## config.mk

```make
export PLATFORM = sky130hd
export DESIGN_NAME = vend_controller
export DESIGN_NICKNAME = d
export VERILOG_FILES = /design/src/rtl/vend_controller.sv
export SDC_FILE = /design/constraint.sdc
export NUM_CORES = 1
export LEC_CHECK = 0
export CORE_MARGIN = 2
export CORE_UTILIZATION = 50
export CTS_CLUSTER_DIAMETER = 30
export DETAILED_ROUTE_END_ITERATION = 7
export GPL_TIMING_DRIVEN = 1
export PLACE_DENSITY = 0.76
export SETUP_SLACK_MARGIN = 0.02
export SYNTH_ARGS = -nofsm -noshare
export SYNTH_HDL_FRONTEND = slang
export SYNTH_SLANG_ARGS = --single-unit
```

## constraint.sdc

```tcl
create_clock -name clk -period 4.8 [get_ports clk]
set_input_delay 0.48 -clock clk [delete_from_list [all_inputs] [get_ports clk]]
set_output_delay 0.48 -clock clk [all_outputs]
set_load 0.01 [all_outputs]
```

## src/rtl/vend_controller.sv

```systemverilog
// vend_controller: nickel-unit vending FSM with credit tracking, change return and registered outputs
module vend_controller #(
    parameter int PRICE      = 4,
    parameter int MAX_CREDIT = 31,
    parameter int CW         = 5
) (
    input  logic          clk,
    input  logic          reset,
    input  logic [1:0]    coin,
    input  logic          vend_req,
    input  logic          cancel,
    input  logic          dispense_ack,
    input  logic          change_ack,
    output logic          dispense,
    output logic          change_out,
    output logic          coin_reject,
    output logic          vend_done,
    output logic [CW-1:0] credit,
    output logic          busy
);
    typedef enum logic [1:0] {IDLE, DISPENSE, CHANGE} state_t;
    state_t        state_q;
    logic [CW-1:0] credit_q;
    logic          dispense_q, change_q, reject_q, done_q, busy_q;
    logic [CW:0]   coin_val, sum, eff;
    logic          coin_ok;
    always_comb begin
        coin_val = (coin == 2'b11) ? (CW+1)'(5) : (CW+1)'(coin);
        sum      = {1'b0, credit_q} + coin_val;
        coin_ok  = sum <= (CW+1)'(MAX_CREDIT);
        eff      = coin_ok ? sum : {1'b0, credit_q};
    end
    always_ff @(posedge clk) begin
        if (!reset) begin
            state_q    <= IDLE;
            credit_q   <= '0;
            dispense_q <= 1'b0;
            change_q   <= 1'b0;
            reject_q   <= 1'b0;
            done_q     <= 1'b0;
            busy_q     <= 1'b0;
        end else begin
            done_q   <= 1'b0;
            reject_q <= (coin != 2'b00) && (state_q != IDLE || !coin_ok);
            case (state_q)
                IDLE: begin
                    if (cancel && eff != '0) begin
                        credit_q <= CW'(eff);
                        state_q  <= CHANGE;
                        change_q <= 1'b1;
                        busy_q   <= 1'b1;
                    end else if (vend_req && eff >= (CW+1)'(PRICE)) begin
                        credit_q   <= CW'(eff - (CW+1)'(PRICE));
                        state_q    <= DISPENSE;
                        dispense_q <= 1'b1;
                        busy_q     <= 1'b1;
                    end else begin
                        credit_q <= CW'(eff);
                    end
                end
                DISPENSE: begin
                    if (dispense_ack) begin
                        dispense_q <= 1'b0;
                        done_q     <= 1'b1;
                        state_q    <= (credit_q != '0) ? CHANGE : IDLE;
                        change_q   <= credit_q != '0;
                        busy_q     <= credit_q != '0;
                    end
                end
                CHANGE: begin
                    if (change_ack) begin
                        credit_q <= credit_q - CW'(1);
                        if (credit_q == CW'(1)) begin
                            state_q  <= IDLE;
                            change_q <= 1'b0;
                            busy_q   <= 1'b0;
                        end
                    end
                end
                default: begin
                    state_q  <= IDLE;
                    busy_q   <= 1'b0;
                end
            endcase
        end
    end
    assign dispense    = dispense_q;
    assign change_out  = change_q;
    assign coin_reject = reject_q;
    assign vend_done   = done_q;
    assign credit      = credit_q;
    assign busy        = busy_q;
endmodule

```

==> results_dict.tcl, run 1 <==
set metrics [dict create \
    status "finished clean" \
    clk_pin_slew_worst_paths_ns 0.08 \
    hold_class "reg -> reg" \
    wl_per_cell_um 15.21 \
    cts_buffers 3 \
    path_cells "clkdlybuf4s50_1, nor2b_1, ha_1, a211oi_2, nor2_1, nor2_1, a21oi_1, ha_1, or3_1, o41ai_1, a41oi_4, xnor2_1, a211oi_2" \
    place_area_um2 1256 \
    drtIter0Drc 10 \
    power_density_nw_per_um2 646.2 \
    ys.warnings.count 0 \
    synth-simple-area-share 0.1968 \
    post-route-util 0.6388 \
    grt_max_degree 18 \
    io_pins 18 \
    arrival_ns 3.51 \
    ctsResizeCount 0 \
    cp-start-kind "input pin" \
    start_util 0.5431 \
    avgSynthCellArea_um2 8.114 \
    synth_compound_area_frac 0.3084 \
    core_area_um2 2002 \
    drt_wl_total_mm 2.661 \
    synth_top_area_cell "dfxtp_1" \
    max_stage_delay_ns 0.50 \
    grt_pass1_vias 978 \
    fin_skew_ns 0.001510 \
    top_layer "met4" \
    multi_input_area_um2 763.2 \
    synth_top_cell_area_share 0.2209 \
    regArea_um2 240.2 \
    synthMuxAreaShare 0.02762 \
    timing.rr.end "credit[2]$_SDFFE_PN0P_" \
    finalCritPeriodShare 0.6882 \
    diodes 0 \
    cts-root-buf "clkbuf_4" \
    met3_length_um 75 \
    post-place-ws_ns 1.216 \
    synth_area_leaders "dfxtp_1 (22%), ha_1 (13%), inv_1 (4.5%), a21oi_1 (4.1%), o21ai_0 (4.1%)" \
    synth_top_family_by_area "compound AO/OA/AOI/OAI gates" \
    crit_buf_inv 1 \
    clock_path_buffers 2 \
    hold_end "state_q[1]$_SDFFE_PN0P_" \
    drive_above_1_share 0.09459 \
    synth-async-reset-ratio 0 \
    finalCriticalPeriod_ns 3.303 \
    synth_xor_area_frac 0.02417 \
    vdd_ir_drop_max_v 0.0003790 \
    std_cell_rows 16 \
    route.detailed.drc 0 \
    worstReg2RegStart "credit[0]$_SDFFE_PN0P_" \
    dr.pass1.iters 4 \
    met2_length_mm 1.340 \
    worstPathMaxFanout 7 \
    dp_hpwl_mm 1.997 \
    grt_usage 0.2198 \
    seq_area_frac_synth 0.2209 \
    grt-ovfl-total 0 \
    cts_setup_buffers 0 \
    end_kind "flip-flop" \
    dieArea_um2 2563 \
    vias 1052 \
    grt_pass1_wl_mm 4.312 \
    leakage_nw 0.5210 \
    whs_path_depth 2 \
    ant_nets 0 \
    cp_top_family "simple AND/OR/NAND/NOR gates" \
    wl_met1_mm 1.187 \
    synth_cells 134 \
    rrSetupSlack_ns 1.90 \
    htreeDepth 1 \
    max-slew-margin-rel 0.6280 \
    area_growth_pct 17.61 \
    clk_latency_ns 0.28 \
    synth_edf_count 0 \
    cts_hold_buffers 0 \
    ys_ff_latch 12 \
    slew_violations 0 \
    min_from "state_q[1]$_SDFFE_PN0P_" \
    slowest_stage "clkdlybuf4s50_1" \
    cts_tree "yes" \
    die_x_um 50.63 \
    final-setup-viol-count 0 \
    nFillCells 175 \
    synth_nets 154 \
    cap_violations 0 \
    fin_area_um2 1279 \
    worstRegToRegCells 11 \
    fp.dieH_um 50.63 \
    finalNetCount 170 \
    ys.flop_type "dfxtp_1" \
    power_uw 826.3 \
    syn_area_um2 1087 \
    fin_setup_tns_ns 0 \
    synthAdderAreaFrac 0.1450 \
    critPathKind "in -> reg" \
    hold_viol_final 0 \
    vias_per_cell 6.011 \
    setup_ws_ns 1.497 \
    max_freq_ghz 0.3027 \
    worst-slew-pin-transition_ns 0.5508 \
    clock-sinks 12 \
    gp_congestion 0.8022 \
    antenna_found_initial 0 \
    rsz0062_at_grt "no" \
    numPortBuffers 17 \
    yosys.cell_types.count 47 \
    required_ns 5.00 \
]
-- cells in the mapped netlist (all sizes together), types with 4 or more instances --
| master | instances |
|---|---|
| o211ai | 4 |
| nand4 | 4 |
| o21ai | 9 |
| nor3 | 7 |
| nor2 | 9 |
| ha | 11 |
| a21oi | 9 |
| inv | 13 |
| nand2 | 9 |
| dfxtp | 12 |
-- through the flow --
stage,hold slack [ns],cells
finish,0.5197,175
global route,0.5438,175
CTS,0.5190,175
detailed placement,0.5073,172
global placement,0.4997,172
floorplan,0.4710,134
-- cells in the final DEF (no fill, tap or decap), types with 2 or more instances in the layout --
| cell type | n |
|---|---|
| a211oi_2 | 2 |
| a21o_1 | 2 |
| a21oi_1 | 9 |
| a31o_2 | 2 |
| and2_1 | 2 |
| clkbuf_4 | 3 |
| clkdlybuf4s50_1 | 17 |
| dfxtp_1 | 12 |
| ha_1 | 11 |
| inv_1 | 13 |
| mux2i_1 | 3 |
| nand2_1 | 9 |
| nand3_1 | 3 |
| nand4_1 | 4 |
| nor2_1 | 9 |
| nor3_1 | 7 |
| o211ai_1 | 3 |
| o21ai_0 | 9 |
| xnor2_1 | 2 |
-- power breakdown --
group          switching [mW]  total, mW  internal, mW
Sequential             0.0507      0.190         0.139
Combinational           0.312      0.571         0.259
Clock                  0.0364     0.0655        0.0291
Total                   0.400      0.826         0.427
-- worst max path at each step --
stage,end,cells past startpoint,slack (ns),startpoint
final,credit[2]$_SDFFE_PN0P_,13,1.50,coin[1]
after global routing,credit[2]$_SDFFE_PN0P_,13,1.25,coin[1]
after CTS,credit[2]$_SDFFE_PN0P_,13,1.51,coin[1]
after detailed placement,credit[2]$_SDFFE_PN0P_,13,1.22,coin[1]
after global placement,credit[2]$_SDFFE_PN0P_,13,1.33,coin[1]
after floorplan,credit[2]$_SDFFE_PN0P_,12,1.99,coin[1]
-- registers in the layout (all words and copies together), names as in the netlist --
signal       count
credit           5
state_q          2
busy             1
change_out       1
coin_reject      1
dispense         1
vend_done        1
-- cells by family after synthesis --
group	count (synthesis)
compound gates	43
simple gates	42
buf+inv	19
fa+ha+maj	12
flops	12
xor+xnor	3
mux	3
-- routing by layer --
layer	global-route usage	vias to the layer above
met2	0.4035	22
met5	0	-
met3	0.02976	7
met1	0.2545	500
met4	0.08559	0
li1	-	523
-- worst reg2reg max path, delay by kind of cell, from the launching register on --
| family | cells | cell delay, ns |
|---|---|---|
| flip-flops | 1 | 0.38 |
| AO/OA/AOI/OAI | 4 | 0.85 |
| XOR/XNOR | 2 | 0.32 |
| adder cells (fa/ha/maj) | 3 | 1.07 |
| AND/OR/NAND/NOR | 2 | 0.21 |
-- cell type report --
| type | count | area share |
|---|---|---|
| clock buffer | 3 | 0.01761 |
| sequential | 12 | 0.1879 |
| timing repair buffer | 17 | 0.1331 |
| multi-input combinational | 103 | 0.5969 |
| inverter | 13 | 0.03816 |
| tap | 27 | 0.02642 |
No activity file was read; power rests on OpenSTA's default activity.
==> inputs of run 2 (changes only) <==
==> constraint.sdc (replaced) <==
create_clock -name clk -period 3.4 [get_ports clk]
set_input_delay 0.34 -clock clk [delete_from_list [all_inputs] [get_ports clk]]
set_output_delay 0.34 -clock clk [all_outputs]
set_load 0.01 [all_outputs]
==> run 2 against run 1 <==
Effect of this change:
- setup slack got worse by 1.1 ns
- largest power group unchanged
- utilization up 1.4 points
- critical path type unchanged
- critical endpoint unchanged
- clock power rose by 79%
- wire length shrank 3.2%
- count of clock-buffer cells in the layout grew 1
- global-route usage grew 0.076 points
==> results_dict.tcl, run 2 (synthesis gave the netlist of run 1 again) <==
set metrics [dict create \
    numPortBuffers 17 \
    cp-start-kind "input pin" \
    use_met1 0.2587 \
    slew_violations 0 \
    finalCriticalPeriod_ns 3.025 \
    holdWs_ns 0.5277 \
    finalCritPeriodShare 0.8896 \
    dpl.cell_count 174 \
    vias_per_cell 5.910 \
    fin_area_um2 1308 \
    final-setup-viol-count 0 \
    use_met3 0.05655 \
    largest_reg_flops 5 \
    dr.pass1.iters 4 \
    grt_max_degree 18 \
    post-route-util 0.6531 \
    setup_ws_ns 0.3754 \
    dp_hpwl_mm 2.031 \
    max_freq_ghz 0.3306 \
    ant_nets 0 \
    slowest_stage "clkdlybuf4s50_1" \
    dieArea_um2 2563 \
    grt_usage 0.2206 \
    max_stage_delay_ns 0.49 \
    use_met2 0.4035 \
    route.detailed.drc 0 \
    power_mw 1.203 \
    status "finished clean" \
    cts-root-buf "clkbuf_4" \
    post-place-ws_ns 0.08218 \
    p_sw_uw 561.3 \
    layout_commonest_cell "clkdlybuf4s50_1" \
    drt_wl_total_mm 2.576 \
    cap_violations 0 \
    io_pins 18 \
    critPathKind "in -> reg" \
    cts_tree "yes" \
    gp_congestion 0.8367 \
    fin_skew_ns 0.01030 \
    fin_setup_tns_ns 0 \
    drtIter0Drc 36 \
    power_frac_seq 0.222 \
    grt_pass1_vias 970 \
    fp.dieH_um 50.63 \
    wl_per_cell_um 14.47 \
    cts_setup_buffers 0 \
    leakage_nw 0.5376 \
    p_int_uw 641.5 \
    die_x_um 50.63 \
    finalNetCount 172 \
    end_kind "flip-flop" \
    final_cells 178 \
    vias 1052 \
    diodes 0 \
    start_util 0.5431 \
    top_usage_layer "met2" \
    arrival_ns 3.23 \
    clk_latency_ns 0.28 \
    worstPathMaxFanout 5 \
    std_cell_rows 16 \
    antenna_found_initial 0 \
    clk_pin_slew_worst_paths_ns 0.09 \
    htreeDepth 1 \
    path_cells "clkdlybuf4s50_1, nor2b_1, ha_1, a211oi_2, nor2_1, nor2_1, a21oi_1, ha_1, or3_1, o41ai_1, a41oi_4, xnor2_1, a211oi_2" \
    drive_above_1_share 0.1126 \
    nFillCells 179 \
    swShare 0.4667 \
    rsz0062_at_grt "no" \
    grt-ovfl-total 0 \
    max-slew-margin-rel 0.6353 \
    area_growth_pct 20.25 \
    hold_viol_final 0 \
    p_comb_frac 0.681 \
    ctsResizeCount 0 \
    hold_class "reg -> reg" \
    cts_buffers 3 \
    power_density_nw_per_um2 919.9 \
    final_cell_mix "clkdlybuf4s50_1 (17), inv_1 (13), dfxtp_1 (12)" \
    cts_hold_buffers 0 \
    core_area_um2 2002 \
    grt_pass1_wl_mm 4.312 \
    worst-slew-pin-transition_ns 0.5402 \
    required_ns 3.61 \
    power_frac_clock 0.097 \
    vdd_ir_drop_max_v 0.0005217 \
    place_area_um2 1271 \
    clock_path_buffers 2 \
    clock-sinks 12 \
]
run 2: changes by cell type in the layout (fill, tap and decap cells not counted):
cell and change:
buf_4 +2, clkbuf_8 +1
run 2: final timing paths:
check,cells past startpoint,slack (ns),to,startpoint
max,13,0.38,credit[2]$_SDFFE_PN0P_,coin[1]
min,2,0.53,state_q[1]$_SDFFE_PN0P_,state_q[1]$_SDFFE_PN0P_
max reg2reg,11,0.63,credit[2]$_SDFFE_PN0P_,credit[0]$_SDFFE_PN0P_
min reg2reg,2,0.53,state_q[1]$_SDFFE_PN0P_,state_q[1]$_SDFFE_PN0P_
run 2: cell type report:
type	count	area [µm²]	area share
flip-flops and latches	12	240.2	0.1837
inverters	13	48.80	0.03732
clock buffers	4	36.28	0.02775
multi-input cells	103	763.2	0.5837
well taps	27	33.78	0.02584
repair buffers	19	185.2	0.1416
run 2: per-layer routing:
layer  part of all wire  up-vias
met2               0.51       31
met1               0.42      488
met5                  0        -
met4              0.014        0
met3              0.055        4
li1                   -      529
run 2: critical path: cells and delay by family:
family	cells	cell delay (ns)
XOR/XNOR	1	0.18
adder cells (fa/ha/maj)	2	0.57
AO/OA/AOI/OAI	5	0.79
AND/OR/NAND/NOR	4	0.86
buffers and inverters	1	0.49
run 2: power by group through the flow:
stage          sequential [mW]  clock, mW  combinational, mW
2_1_floorplan            0.265          0              0.580
3_3_place_gp             0.266          0              0.795
3_5_place_dp             0.269          0              0.814
4_1_cts                  0.266      0.119              0.817
5_1_grt                  0.275      0.124              0.917
6_report                 0.267      0.117              0.819
